[src/rtl/reg_dump_scanner.sv]
// reg_dump_scanner: sweeps every GPR through the CPU debug register port
// (reg_sel -> reg_data) and streams a framed byte dump over a valid/ready
// byte interface. Frame: SYNC_BYTE, then per register its index byte
// followed by its DATA_W/8 data bytes, MSB first.
module reg_dump_scanner #(
    parameter int          NUM_REGS  = 32,
    parameter int          SEL_W     = 5,
    parameter int          DATA_W    = 32,
    parameter int          SETTLE    = 1,
    parameter logic [7:0]  SYNC_BYTE = 8'hA5
) (
    input  logic              clk,
    input  logic              rst,
    input  logic              start,
    output logic              busy,
    output logic              done,
    output logic [SEL_W-1:0]  reg_sel,
    input  logic [DATA_W-1:0] reg_data,
    output logic [7:0]        tx_data,
    output logic              tx_valid,
    input  logic              tx_ready
);

    localparam int NBYTES = DATA_W / 8;
    localparam int CNT_W  = (SETTLE > 1) ? $clog2(SETTLE + 1) : 1;
    localparam int BCNT_W = (NBYTES > 1) ? $clog2(NBYTES) : 1;

    localparam logic [SEL_W-1:0]  LAST_IDX  = SEL_W'(NUM_REGS - 1);
    localparam logic [BCNT_W-1:0] LAST_BYTE = BCNT_W'(NBYTES - 1);
    localparam logic [CNT_W-1:0]  SETTLE_LD = CNT_W'(SETTLE);

    typedef enum logic [2:0] {
        ST_IDLE,
        ST_SYNC,
        ST_WAIT,
        ST_SEND_IDX,
        ST_SEND_DAT,
        ST_DONE
    } state_t;

    state_t              r_state,    w_state_nxt;
    logic [SEL_W-1:0]    r_idx,      w_idx_nxt;
    logic [CNT_W-1:0]    r_cnt,      w_cnt_nxt;
    logic [BCNT_W-1:0]   r_bcnt,     w_bcnt_nxt;
    logic [DATA_W-1:0]   r_shift,    w_shift_nxt;
    logic [7:0]          r_tx_data,  w_tx_data_nxt;
    logic                r_tx_valid, w_tx_valid_nxt;
    logic                r_busy,     w_busy_nxt;
    logic                r_done,     w_done_nxt;

    logic                w_xfer;
    logic [DATA_W-1:0]   w_shift_sh;

    assign w_xfer     = r_tx_valid && tx_ready;
    assign w_shift_sh = r_shift << 8;

    // reg_sel is the sweep index itself, so it only moves on WAIT entry
    assign reg_sel  = r_idx;
    assign tx_data  = r_tx_data;
    assign tx_valid = r_tx_valid;
    assign busy     = r_busy;
    assign done     = r_done;

    // State and registered outputs; synchronous reset aborts any frame
    always_ff @(posedge clk) begin
        if (rst) begin
            r_state    <= ST_IDLE;
            r_idx      <= '0;
            r_cnt      <= '0;
            r_bcnt     <= '0;
            r_shift    <= '0;
            r_tx_data  <= '0;
            r_tx_valid <= 1'b0;
            r_busy     <= 1'b0;
            r_done     <= 1'b0;
        end else begin
            r_state    <= w_state_nxt;
            r_idx      <= w_idx_nxt;
            r_cnt      <= w_cnt_nxt;
            r_bcnt     <= w_bcnt_nxt;
            r_shift    <= w_shift_nxt;
            r_tx_data  <= w_tx_data_nxt;
            r_tx_valid <= w_tx_valid_nxt;
            r_busy     <= w_busy_nxt;
            r_done     <= w_done_nxt;
        end
    end

    // Next-state and next-output logic; everything holds unless a state acts
    always_comb begin
        w_state_nxt    = r_state;
        w_idx_nxt      = r_idx;
        w_cnt_nxt      = r_cnt;
        w_bcnt_nxt     = r_bcnt;
        w_shift_nxt    = r_shift;
        w_tx_data_nxt  = r_tx_data;
        w_tx_valid_nxt = r_tx_valid;
        w_busy_nxt     = r_busy;
        w_done_nxt     = 1'b0;

        case (r_state)
            ST_IDLE: begin
                if (start) begin
                    w_state_nxt    = ST_SYNC;
                    w_tx_data_nxt  = SYNC_BYTE;
                    w_tx_valid_nxt = 1'b1;
                    w_busy_nxt     = 1'b1;
                end
            end

            ST_SYNC: begin
                if (w_xfer) begin
                    w_state_nxt    = ST_WAIT;
                    w_tx_valid_nxt = 1'b0;
                    w_idx_nxt      = '0;
                    w_cnt_nxt      = SETTLE_LD;
                end
            end

            ST_WAIT: begin
                // Sample on the last settle cycle so reg_sel has been stable SETTLE cycles
                if (r_cnt == CNT_W'(1)) begin
                    w_shift_nxt    = reg_data;
                    w_state_nxt    = ST_SEND_IDX;
                    w_tx_data_nxt  = 8'(r_idx);
                    w_tx_valid_nxt = 1'b1;
                end else begin
                    w_cnt_nxt = r_cnt - CNT_W'(1);
                end
            end

            ST_SEND_IDX: begin
                if (w_xfer) begin
                    w_state_nxt   = ST_SEND_DAT;
                    w_tx_data_nxt = r_shift[DATA_W-1 -: 8];
                    w_bcnt_nxt    = '0;
                end
            end

            ST_SEND_DAT: begin
                if (w_xfer) begin
                    if (r_bcnt == LAST_BYTE) begin
                        w_tx_valid_nxt = 1'b0;
                        if (r_idx == LAST_IDX) begin
                            w_state_nxt = ST_DONE;
                            w_busy_nxt  = 1'b0;
                            w_done_nxt  = 1'b1;
                        end else begin
                            w_state_nxt = ST_WAIT;
                            w_idx_nxt   = r_idx + SEL_W'(1);
                            w_cnt_nxt   = SETTLE_LD;
                        end
                    end else begin
                        w_shift_nxt   = w_shift_sh;
                        w_tx_data_nxt = w_shift_sh[DATA_W-1 -: 8];
                        w_bcnt_nxt    = r_bcnt + BCNT_W'(1);
                    end
                end
            end

            ST_DONE: begin
                w_state_nxt = ST_IDLE;
            end

            default: begin
                w_state_nxt = ST_IDLE;
            end
        endcase
    end

endmodule
[config.mk]
export PLATFORM = sky130hd
export DESIGN_NAME = reg_dump_scanner
export DESIGN_NICKNAME = d
export VERILOG_FILES = /design/src/rtl/reg_dump_scanner.sv
export SDC_FILE = /design/constraint.sdc
export NUM_CORES = 1
export LEC_CHECK = 0
export ABC_AREA = 0
export BUFFER_PORTS_ARGS = -buffer_cell sky130_fd_sc_hd__buf_2
export CAP_MARGIN = 20
export CORE_MARGIN = 2
export CORE_UTILIZATION = 45
export CTS_BUF_LIST = sky130_fd_sc_hd__clkbuf_8 sky130_fd_sc_hd__clkbuf_16
export CTS_CLUSTER_DIAMETER = 40
export DETAILED_ROUTE_END_ITERATION = 6
export MAX_ROUTING_LAYER = met4
export PLACE_DENSITY = 0.67
export SLEW_MARGIN = 20
export SYNTH_ARGS = -nofsm -noshare
export SYNTH_HDL_FRONTEND = slang
export SYNTH_SLANG_ARGS = --single-unit
export TNS_END_PERCENT = 1
[constraint.sdc]
create_clock -name clk -period 2.23 [get_ports clk]
set_input_delay 0.446 -clock clk [delete_from_list [all_inputs] [get_ports clk]]
set_output_delay 0.446 -clock clk [all_outputs]
set_load 0.02 [all_outputs]
==> impl_metrics.csv, run 1 <==
group,metric,value,unit
final_layout,nets,416,
sta,slew_headroom,65.7,%
floorplan,io_pins,52,
sta,skew,0.0118,ns
sta,max_freq,485,MHz
final_layout,stdcell_count,453,
drt,final_antenna_net_count,0,
sta,fin_crit,2.06,ns
setup_path,slowest_delay,0.37,ns
floorplan,core_area,5920,um2
cts,clockBufferDepth,2,
setup_path,r2r-end,"reg_sel[0]",
sta,grt_setup_unrepaired,"false",
pwr,p_per_area,559,nW/um2
setup_path,crit_fanout,5,
sta,maxSlewViolCount,0,
synth,synth_edf_count,0,
setup_path,cp-start-kind,"register",
pwr,p_clk_share,32.2,%
synth,synth_top_family_by_area,"compound AO/OA/AOI/OAI gates",
synth,yosys.area_share.simple,19.0,%
final_layout,syn2layout_area_growth,14.8,%
setup_path,critical-path-slowest-cell,"dfxtp_1",
setup_path,worst-setup-path-type,"register to register",
pwr,p_sw,0.000460,W
setup_path,path_cells,"ha_1, and3_1, ha_1, nand4bb_1, a211oi_1, nor2_1, mux2_2",
synth,synth_fa_ha_area_share,1.37,%
floorplan,die_w,82.1,um
setup_path,worstPathArrival,2.27,ns
sta,setup-violations-final,0,
cts,path_clk_slew,0.10,ns
final_layout,final_cell_mix,"69 x nand2_1, 53 x dfxtp_1, 51 x buf_2, 38 x a21oi_1, 26 x a211o_1",
setup_path,reg2regPathDepth,7,
sta,worstMarginPinSlew,0.515,ns
grt,grt_pass1_vias,2300,
place,placed_area,3060,um2
synth,synthArstFlopShare,0,%
setup_path,cp.required,2.44,ns
drt,wire_per_inst,15.1,um
hold_path,hold_class,"primary input to register",
synth,synth-seq-area-share,39.3,%
drt,via_per_inst,5.74,
drt,routed_wl,6830,um
grt,grt_use_total,22.2,%
pwr,switching_share,26.1,%
synth,postSynthAreaPerCell,8.15,um2
final_layout,drive_above_1_share,20.9,%
synth,synthCells,337,
grt,grt_max_degree,57,
pwr,peakVddDrop,0.000308,V
floorplan,dieArea,6750,um2
synth,synth_compound_gate_area_share,33.2,%
grt,grt_first_pass_wirelength,11200,um
synth,yosys_warnings,0,
sta,finalHoldViolCount,0,
cts,numCtsBuffers,5,
place,port_buffers,51,
drt,routed-via-count,2601,
synth,synth.area.mux_share,1.18,%
floorplan,initial_core_util,46.4,%
place,hpwl,4700,um
cts,htreeDepth,2,
synth,synth_ff_type,"dfxtp_1",
sta,fin_setup_tns,0,ns
synth,syn_area,2750,um2
floorplan,rows,28,
cts,insertion_delay,0.31,ns
synth,ys_seq_elements,54,
setup_path,cp-startpoint,"reg_sel[0]",
cts,cts_root_buf,"clkbuf_8",
synth,synth_nets,376,
final_layout,layout_commonest_cell,"nand2_1",
pwr,share_seq_of_total_power,56.9,%
cts,clkSinkCount,54,
synth,synth_xor_area_share,0,%
cts,cts_hold_buf,0,
floorplan,die_h,82.1,um
drt,drc,0,
setup_path,worst_setup_path_end_kind,"register",
cts,cts_resized,0,
setup_path,reg2reg_from,"reg_sel[0]",
pwr,p_leak,1.26,nW
cts,post_cts_buffers,0,
status,run_status,"complete, no violations",
grt,antenna_found_initial,0,
cts,cts_tree,"done",
sta,fin_crit_sh,92.5,%
pwr,p_int,0.00130,W
final_layout,n_antenna_cell,0,
grt,grt_overflow,0,
place,placedCellCount,445,
place,gp_congestion,0.837,
drt,drt_iter0_markers,277,
drt,dr.pass1.iters,4,
setup_path,cpMostUsedCell,"ha_1",
final_layout,stdcell_area,3150,um2
flow_run,max-cap-violations,0,
pwr,p_comb_share,10.9,%
setup_path,endpoint,"reg_sel[0]",
setup_path,reg2reg_slack,0.17,ns
synth,ys_types,50,
==> state kept, by name (all words and copies together), names as in the netlist <==
| register | count |
|---|---|
| r_shift | 32 |
| reg_sel | 5 |
| tx_data | 8 |
| tx_valid | 1 |
| r_state | 3 |
| done | 1 |
| r_bcnt | 2 |
| r_cnt | 1 |
| busy | 1 |
==> worst min-delay path by stage <==
stage	endpoint	slack, ns	cells after the start	start
floorplan	r_shift[31]	0.45	2	r_shift[31]
global placement	tx_data[6]	0.44	2	tx_data[6]
detailed placement	tx_data[5]	0.45	1	tx_data[5]
CTS	r_shift[4]	0.36	3	reg_data[4]
global route	r_shift[5]	0.37	3	reg_data[5]
finish	r_shift[5]	0.36	3	reg_data[5]
==> power groups by stage <==
stage	Combinational (W)	Clock, W	Sequential, W
2_1_floorplan	0.000109	0	0.00103
3_3_place_gp	0.000190	0	0.00103
3_5_place_dp	0.000190	0	0.00103
4_1_cts	0.000191	0.000583	0.00100
5_1_grt	0.000212	0.000613	0.00101
6_report	0.000192	0.000568	0.00100
==> critical path: cells and delay by family (launching register included) <==
kind	cells	cell delay, ns
flops	1	0.37
simple gates	3	0.52
fa+ha+maj	2	0.44
compound gates	1	0.35
mux	1	0.28
==> area by class of cell <==
type / count / area, um2
Clock buffer: 6 / 82.6
Multi-Input combinational cell: 250 / 1500
Clock inverter: 2 / 8.76
Timing Repair Buffer: 63 / 370
Inverter: 3 / 11.3
Fill cell: 592 / 2770
Tap cell: 75 / 93.8
Sequential cell: 54 / 1080
==> routing by layer <==
layer | vias up | global-route usage (%) | part of all wire, %
li1 | 1307 | - | -
met4 | 0 | 7.17 | 1.1
met1 | 1211 | 33.9 | 50
met5 | - | - | 0
met3 | 7 | 3.04 | 6.2
met2 | 76 | 29.7 | 43
==> metrics by stage <==
| stage | util (%) | total power [W] | setup slack, ns | hold slack [ns] |
|---|---|---|---|---|
| finish | 53.3 | 0.00176 | 0.167 | 0.359 |
| detailed placement | 51.7 | 0.00122 | 0.184 | 0.452 |
| global route | 53.3 | 0.00183 | 0.0201 | 0.368 |
| global placement | 51.7 | 0.00122 | 0.257 | 0.441 |
| floorplan | - | 0.00114 | 0.266 | 0.449 |
| CTS | 53.3 | 0.00178 | 0.163 | 0.359 |
==> cells in the mapped netlist, types with 4 or more instances <==
| cell type | n | area share [%] |
|---|---|---|
| a211o_1 | 26 | 8.3 |
| a21oi_1 | 38 | 6.9 |
| a22oi_1 | 7 | 1.9 |
| buf_2 | 10 | 1.8 |
| buf_4 | 7 | 1.9 |
| clkbuf_1 | 10 | 1.4 |
| dfxtp_1 | 54 | 39 |
| nand2_1 | 69 | 9.4 |
| nand3_1 | 4 | 0.73 |
| nor2_1 | 11 | 1.5 |
| o21ai_0 | 18 | 3.3 |
| o21ai_1 | 19 | 3.5 |
==> kinds of logic after synthesis <==
kind of cell             after synthesis
flip-flops                            54
AND/OR/NAND/NOR                      109
multiplexers                           3
adder cells (fa/ha/maj)                3
AO/OA/AOI/OAI                        135
buffers and inverters                 33
Note: power is estimated with default switching activity, not from simulation.
==> run 2: changes to the inputs <==
Settings changed: MAX_ROUTING_LAYER met4 to not set.
==> impl_metrics.csv, run 2 (same netlist as run 1, synthesis figures left out) <==
group,metric,value,unit
cts,cts_hold_buf,0,
final_layout,seq_area,1080,um2
drt,routed_wl,6810,um
setup_path,cpMostUsedCell,"ha_1",
setup_path,cp-start-kind,"register",
grt,grtUsageMet1,33.9,%
cts,cts_resized,0,
grt,grt_max_degree,57,
pwr,p_leak,1.26,nW
drt,final_antenna_net_count,0,
floorplan,io_pins,52,
sta,fin_crit,2.06,ns
final_layout,layout_commonest_cell,"nand2_1",
pwr,peakVddDrop,0.000307,V
sta,fin_ws,0.167,ns
cts,insertion_delay,0.31,ns
hold_path,hold_class,"primary input to register",
drt,dr.pass1.iters,5,
setup_path,reg2regPathDepth,7,
grt,antenna_found_initial,0,
floorplan,dieArea,6750,um2
cts,path_clk_slew,0.10,ns
sta,maxSlewViolCount,0,
hold_path,min_path_cells,3,
setup_path,worstPathArrival,2.27,ns
floorplan,initial_core_util,46.4,%
sta,setup-violations-final,0,
final_layout,drive_above_1_share,20.9,%
final_layout,nets,416,
grt,use_met2,29.6,%
sta,finalHoldViolCount,0,
sta,skew,0.0121,ns
final_layout,nFillCells,592,
setup_path,worst_setup_path_end_kind,"register",
sta,timing.hold.ws,0.358,ns
sta,grt_setup_unrepaired,"false",
flow_run,max-cap-violations,0,
grt,grt_pass1_vias,2299,
cts,numCtsBuffers,5,
setup_path,critical-path-slowest-cell,"dfxtp_1",
setup_path,path_delay_family,"simple AND/OR/NAND/NOR gates",
final_layout,n_antenna_cell,0,
sta,slew_headroom,65.1,%
place,gp_congestion,0.824,
final_layout,multi_input_area,1500,um2
setup_path,slowest_delay,0.37,ns
final_layout,final_cell_mix,"69 x nand2_1, 53 x dfxtp_1, 51 x buf_2, 38 x a21oi_1, 26 x a211o_1",
drt,routed-via-count,2594,
drt,drt_iter0_markers,272,
cts,cts_tree,"done",
sta,fin_crit_sh,92.5,%
place,post-place-ws,0.184,ns
place,hpwl,4700,um
floorplan,die_h,82.1,um
hold_path,whs_endpoint,"r_shift[5]",
floorplan,rows,28,
setup_path,worst-setup-path-type,"register to register",
status,run_status,"complete, no violations",
grt,top_usage_layer,"met1",
grt,grt_first_pass_wirelength,11200,um
setup_path,path_cells,"ha_1, and3_1, ha_1, nand4bb_1, a211oi_1, nor2_1, mux2_2",
setup_path,crit_fanout,5,
final_layout,largest-register,"r_shift",
drt,drc,0,
setup_path,reg2reg_slack,0.17,ns
grt,grt_overflow,0,
final_layout,syn2layout_area_growth,14.8,%
drt,via_per_inst,5.73,
setup_path,reg2reg_from,"reg_sel[0]",
final_layout,fin_util,53.3,%
cts,post_cts_buffers,0,
setup_path,cp.required,2.44,ns
sta,worstMarginPinSlew,0.523,ns
final_layout,largest_register_ffs,32,
sta,fin_setup_tns,0,ns
cts,clkSinkCount,54,
cts,htreeDepth,2,
drt,wire_per_inst,15.0,um
pwr,p_per_area,559,nW/um2
sta,max_freq,485,MHz
hold_path,hp-start,"reg_data[5]",
floorplan,core_area,5920,um2
setup_path,r2r-end,"reg_sel[0]",
grt,use_met3,3.04,%
cts,cts_root_buf,"clkbuf_8",
cts,clockBufferDepth,2,
setup_path,critPathBufInv,0,
floorplan,die_w,82.1,um
grt,grt_use_total,21.5,%
place,port_buffers,51,
-- run 2: final cells by class --
| type | count | area share (%) |
|---|---|---|
| Timing Repair Buffer | 63 | 11.7 |
| Multi-Input combinational cell | 250 | 47.7 |
| Tap cell | 75 | 2.98 |
| Clock inverter | 2 | 0.278 |
| Clock buffer | 6 | 2.62 |
| Sequential cell | 54 | 34.3 |
| Inverter | 3 | 0.357 |
-- run 2: worst max-delay path by stage --
| stage | depth (start not counted) | startpoint | to | slack, ns |
|---|---|---|---|---|
| 6_report | 7 | reg_sel[0] | reg_sel[0] | 0.17 |
| 5_1_grt | 7 | reg_sel[0] | reg_sel[0] | 0.02 |
| 3_5_place_dp | 7 | reg_sel[0] | reg_sel[0] | 0.18 |
| 4_1_cts | 7 | reg_sel[0] | reg_sel[0] | 0.16 |
| 3_3_place_gp | 7 | reg_sel[0] | reg_sel[0] | 0.26 |
| 2_1_floorplan | 7 | reg_sel[0] | reg_sel[0] | 0.27 |
-- run 2: worst register-to-register path, stage by stage (launching register included) --
cell and delay [ns]:
dfxtp_1 0.37, ha_1 0.24, and3_1 0.19, ha_1 0.20, nand4bb_1 0.21, a211oi_1 0.36, nor2_1 0.12, mux2_2 0.28
-- run 2: power by group --
group	switching [W]	total (W)	leakage (nW)	internal, W
combinational	0.000117	0.000191	0.769	0.0000741
clock	0.000320	0.000567	0.0524	0.000247
sequential	0.0000222	0.00100	0.438	0.000982
-- run 2: per-stage QoR --
step	instance area [um2]	std cells	power, W
detailed placement	3060	445	0.00122
global placement	3060	445	0.00122
CTS	3150	453	0.00178
floorplan	2750	337	0.00114
finish	3150	453	0.00176
global route	3150	453	0.00183
-- run 2: metal layers --
layer	wire length, um	vias to the layer above
met2	2830	69
met1	3500	1207
li1	-	1309
met5	0	-
met4	119	0
met3	359	9
==> run 3: changes to the inputs <==
Settings changed: ABC_AREA 0 to 1.
==> impl_metrics.csv, run 3 <==
group,metric,value,unit
final_layout,syn2layout_area_growth,14.9,%
sta,maxSlewViolCount,0,
flow_run,max-cap-violations,0,
drt,drc,0,
cts,numCtsBuffers,5,
cts,htreeDepth,2,
synth,synthCells,429,
sta,skew,0.00729,ns
place,placed_area,3140,um2
grt,antenna_found_initial,0,
final_layout,final_cell_mix,"146 x nand2_1, 66 x nor2_1, 54 x dfxtp_1, 51 x buf_2, 31 x inv_1",
final_layout,n_antenna_cell,0,
drt,routed_wl,6810,um
synth,netlist_top_cells_count,"146 x nand2_1, 66 x nor2_1, 54 x dfxtp_1",
synth,ys_types,35,
status,run_status,"complete, no violations",
grt,grt_pass1_vias,2603,
cts,clkSinkCount,54,
sta,grt_setup_unrepaired,"false",
sta,fin_crit,1.80,ns
final_layout,nets,516,
sta,max_freq,556,MHz
grt,grt_use_total,20.0,%
drt,dr.pass1.iters,4,
sta,timing.hold.ws,0.367,ns
hold_path,hold_class,"primary input to register",
synth,synthTopCellsByArea,"dfxtp_1 38%, nand2_1 19%, nor2_1 8.8%",
place,hpwl,4910,um
drt,via_per_inst,4.95,
place,port_buffers,51,
final_layout,largest_register_ffs,32,
drt,routed-via-count,2736,
sta,fin_setup_tns,0,ns
grt,grt_overflow,0,
setup_path,crit_fanout,15,
setup_path,worst_setup_path_end_kind,"register",
synth,yosysTopAreaCell,"dfxtp_1",
pwr,peakVddDrop,0.000666,V
setup_path,worst-setup-path-type,"register to register",
synth,postSynthAreaPerCell,6.59,um2
synth,yosysMostFrequentCell,"nand2_1",
final_layout,layout_commonest_cell,"nand2_1",
sta,slew_headroom,67.6,%
setup_path,cp-start-kind,"register",
drt,drt_iter0_markers,119,
synth,synth_ff_type,"dfxtp_1",
cts,cts_hold_buf,0,
final_layout,stdcell_area,3250,um2
grt,grt_first_pass_wirelength,11600,um
synth,yosys_warnings,0,
pwr,p_leak,1.63,nW
cts,insertion_delay,0.31,ns
synth,synth-seq-area-share,38.2,%
synth,synth_edf_count,0,
cts,cts_root_buf,"clkbuf_8",
setup_path,cp.required,2.48,ns
final_layout,seq_area,1080,um2
cts,cts_resized,0,
sta,setup-violations-final,0,
cts,cts_tree,"done",
sta,worstMarginPinSlew,0.485,ns
synth,synth_nets,468,
sta,finalHoldViolCount,0,
final_layout,nFillCells,623,
final_layout,drive_above_1_share,18.0,%
floorplan,core_area,5990,um2
final_layout,largest-register,"r_shift",
synth,ys_seq_elements,54,
setup_path,worstPathArrival,2.05,ns
synth,synthArstFlopShare,0,%
pwr,p_per_area,1440,nW/um2
grt,grt_max_degree,40,
cts,clockBufferDepth,2,
sta,fin_crit_sh,80.6,%
pwr,p_total,0.00468,W
drt,final_antenna_net_count,0,
floorplan,rows,28,
floorplan,die_h,83.3,um
place,gp_congestion,0.879,
synth,synth_top_area_share,38.2,%
floorplan,initial_core_util,47.2,%
drt,wire_per_inst,12.3,um
cts,path_clk_slew,0.10,ns
floorplan,dieArea,6930,um2
cts,post_cts_buffers,0,
floorplan,die_w,83.3,um
floorplan,io_pins,52,
synth,syn_area,2830,um2
final_layout,multi_input_area,1480,um2
==> run 3: cell count changes after synthesis, moves of 6 or more <==
| cell | before | now |
|---|---|---|
| nand3_1 | 4 | 18 |
| nor2_1 | 11 | 66 |
| nand2_1 | 69 | 146 |
| a22oi_1 | 7 | 1 |
| a211o_1 | 26 | 0 |
| buf_2 | 10 | 4 |
| a21oi_1 | 38 | 16 |
| a31oi_1 | 1 | 14 |
| o21ai_1 | 19 | 6 |
| inv_1 | 2 | 31 |
==> run 3: final timing paths <==
check	startpoint	to	slack (ns)	cells after the start
hold / removal	reg_data[7]	r_shift[7]	0.37	3
setup reg to reg	r_state[1]	r_shift[5]	0.43	8
setup / recovery	r_state[1]	r_shift[5]	0.43	8
hold reg to reg	r_shift[7]	r_shift[7]	0.47	2
==> run 3: cell families (layout without fill, tap and decap cells) <==
group | count (synthesis) | count (layout) | share of synthesized area [%]
AOI/OAI and AO/OA | 62 | 62 | 12.0
xor gates and xnor gates | 1 | 1 | 0.310
adders and majority gates | 3 | 3 | 1.33
buffers and inverters | 56 | 105 | 9.42
DFF | 54 | 54 | 38.2
and+or+nand+nor | 253 | 253 | 38.7
==> run 3: area by class of cell <==
class / instances / area share [%]
well taps: 75 / 2.89
repair buffers: 61 / 10.6
flip-flops and latches: 54 / 33.3
inverters: 36 / 4.24
clock buffers: 5 / 2.12
clock inverters: 3 / 1.35
multi-input cells: 319 / 45.6
==> run 3: power by group <==
group / leakage, nW / internal [W] / switching, W
clock: 0.0585 / 0.000337 / 0.000344
sequential: 0.443 / 0.00132 / 0.000207
combinational: 1.13 / 0.000841 / 0.00163
==> run 3: critical path, cell delays in order (launching register included) <==
cell,delay (ns)
dfxtp_1,0.46
nor2_4,0.28
nand3_2,0.14
nand2_2,0.12
buf_4,0.21
nand3_1,0.09
inv_1,0.22
nand2_1,0.08
a21oi_1,0.13
==> run 3: metrics by stage <==
stage	setup WS (ns)	util [%]	cells
3_5_place_dp	0.473	52.3	545
6_report	0.432	54.2	553
2_1_floorplan	0.623	-	429
3_3_place_gp	0.532	52.3	545
5_1_grt	0.235	54.2	553
4_1_cts	0.437	54.2	553
==> run 3: layer usage <==
| metal | part of all wire, % | GRT usage (%) |
|---|---|---|
| met2 | 46 | 34.4 |
| met3 | 3.0 | 3.08 |
| met1 | 50 | 26.1 |
| met4 | 1.2 | 5.22 |
| met5 | 0 | 0 |
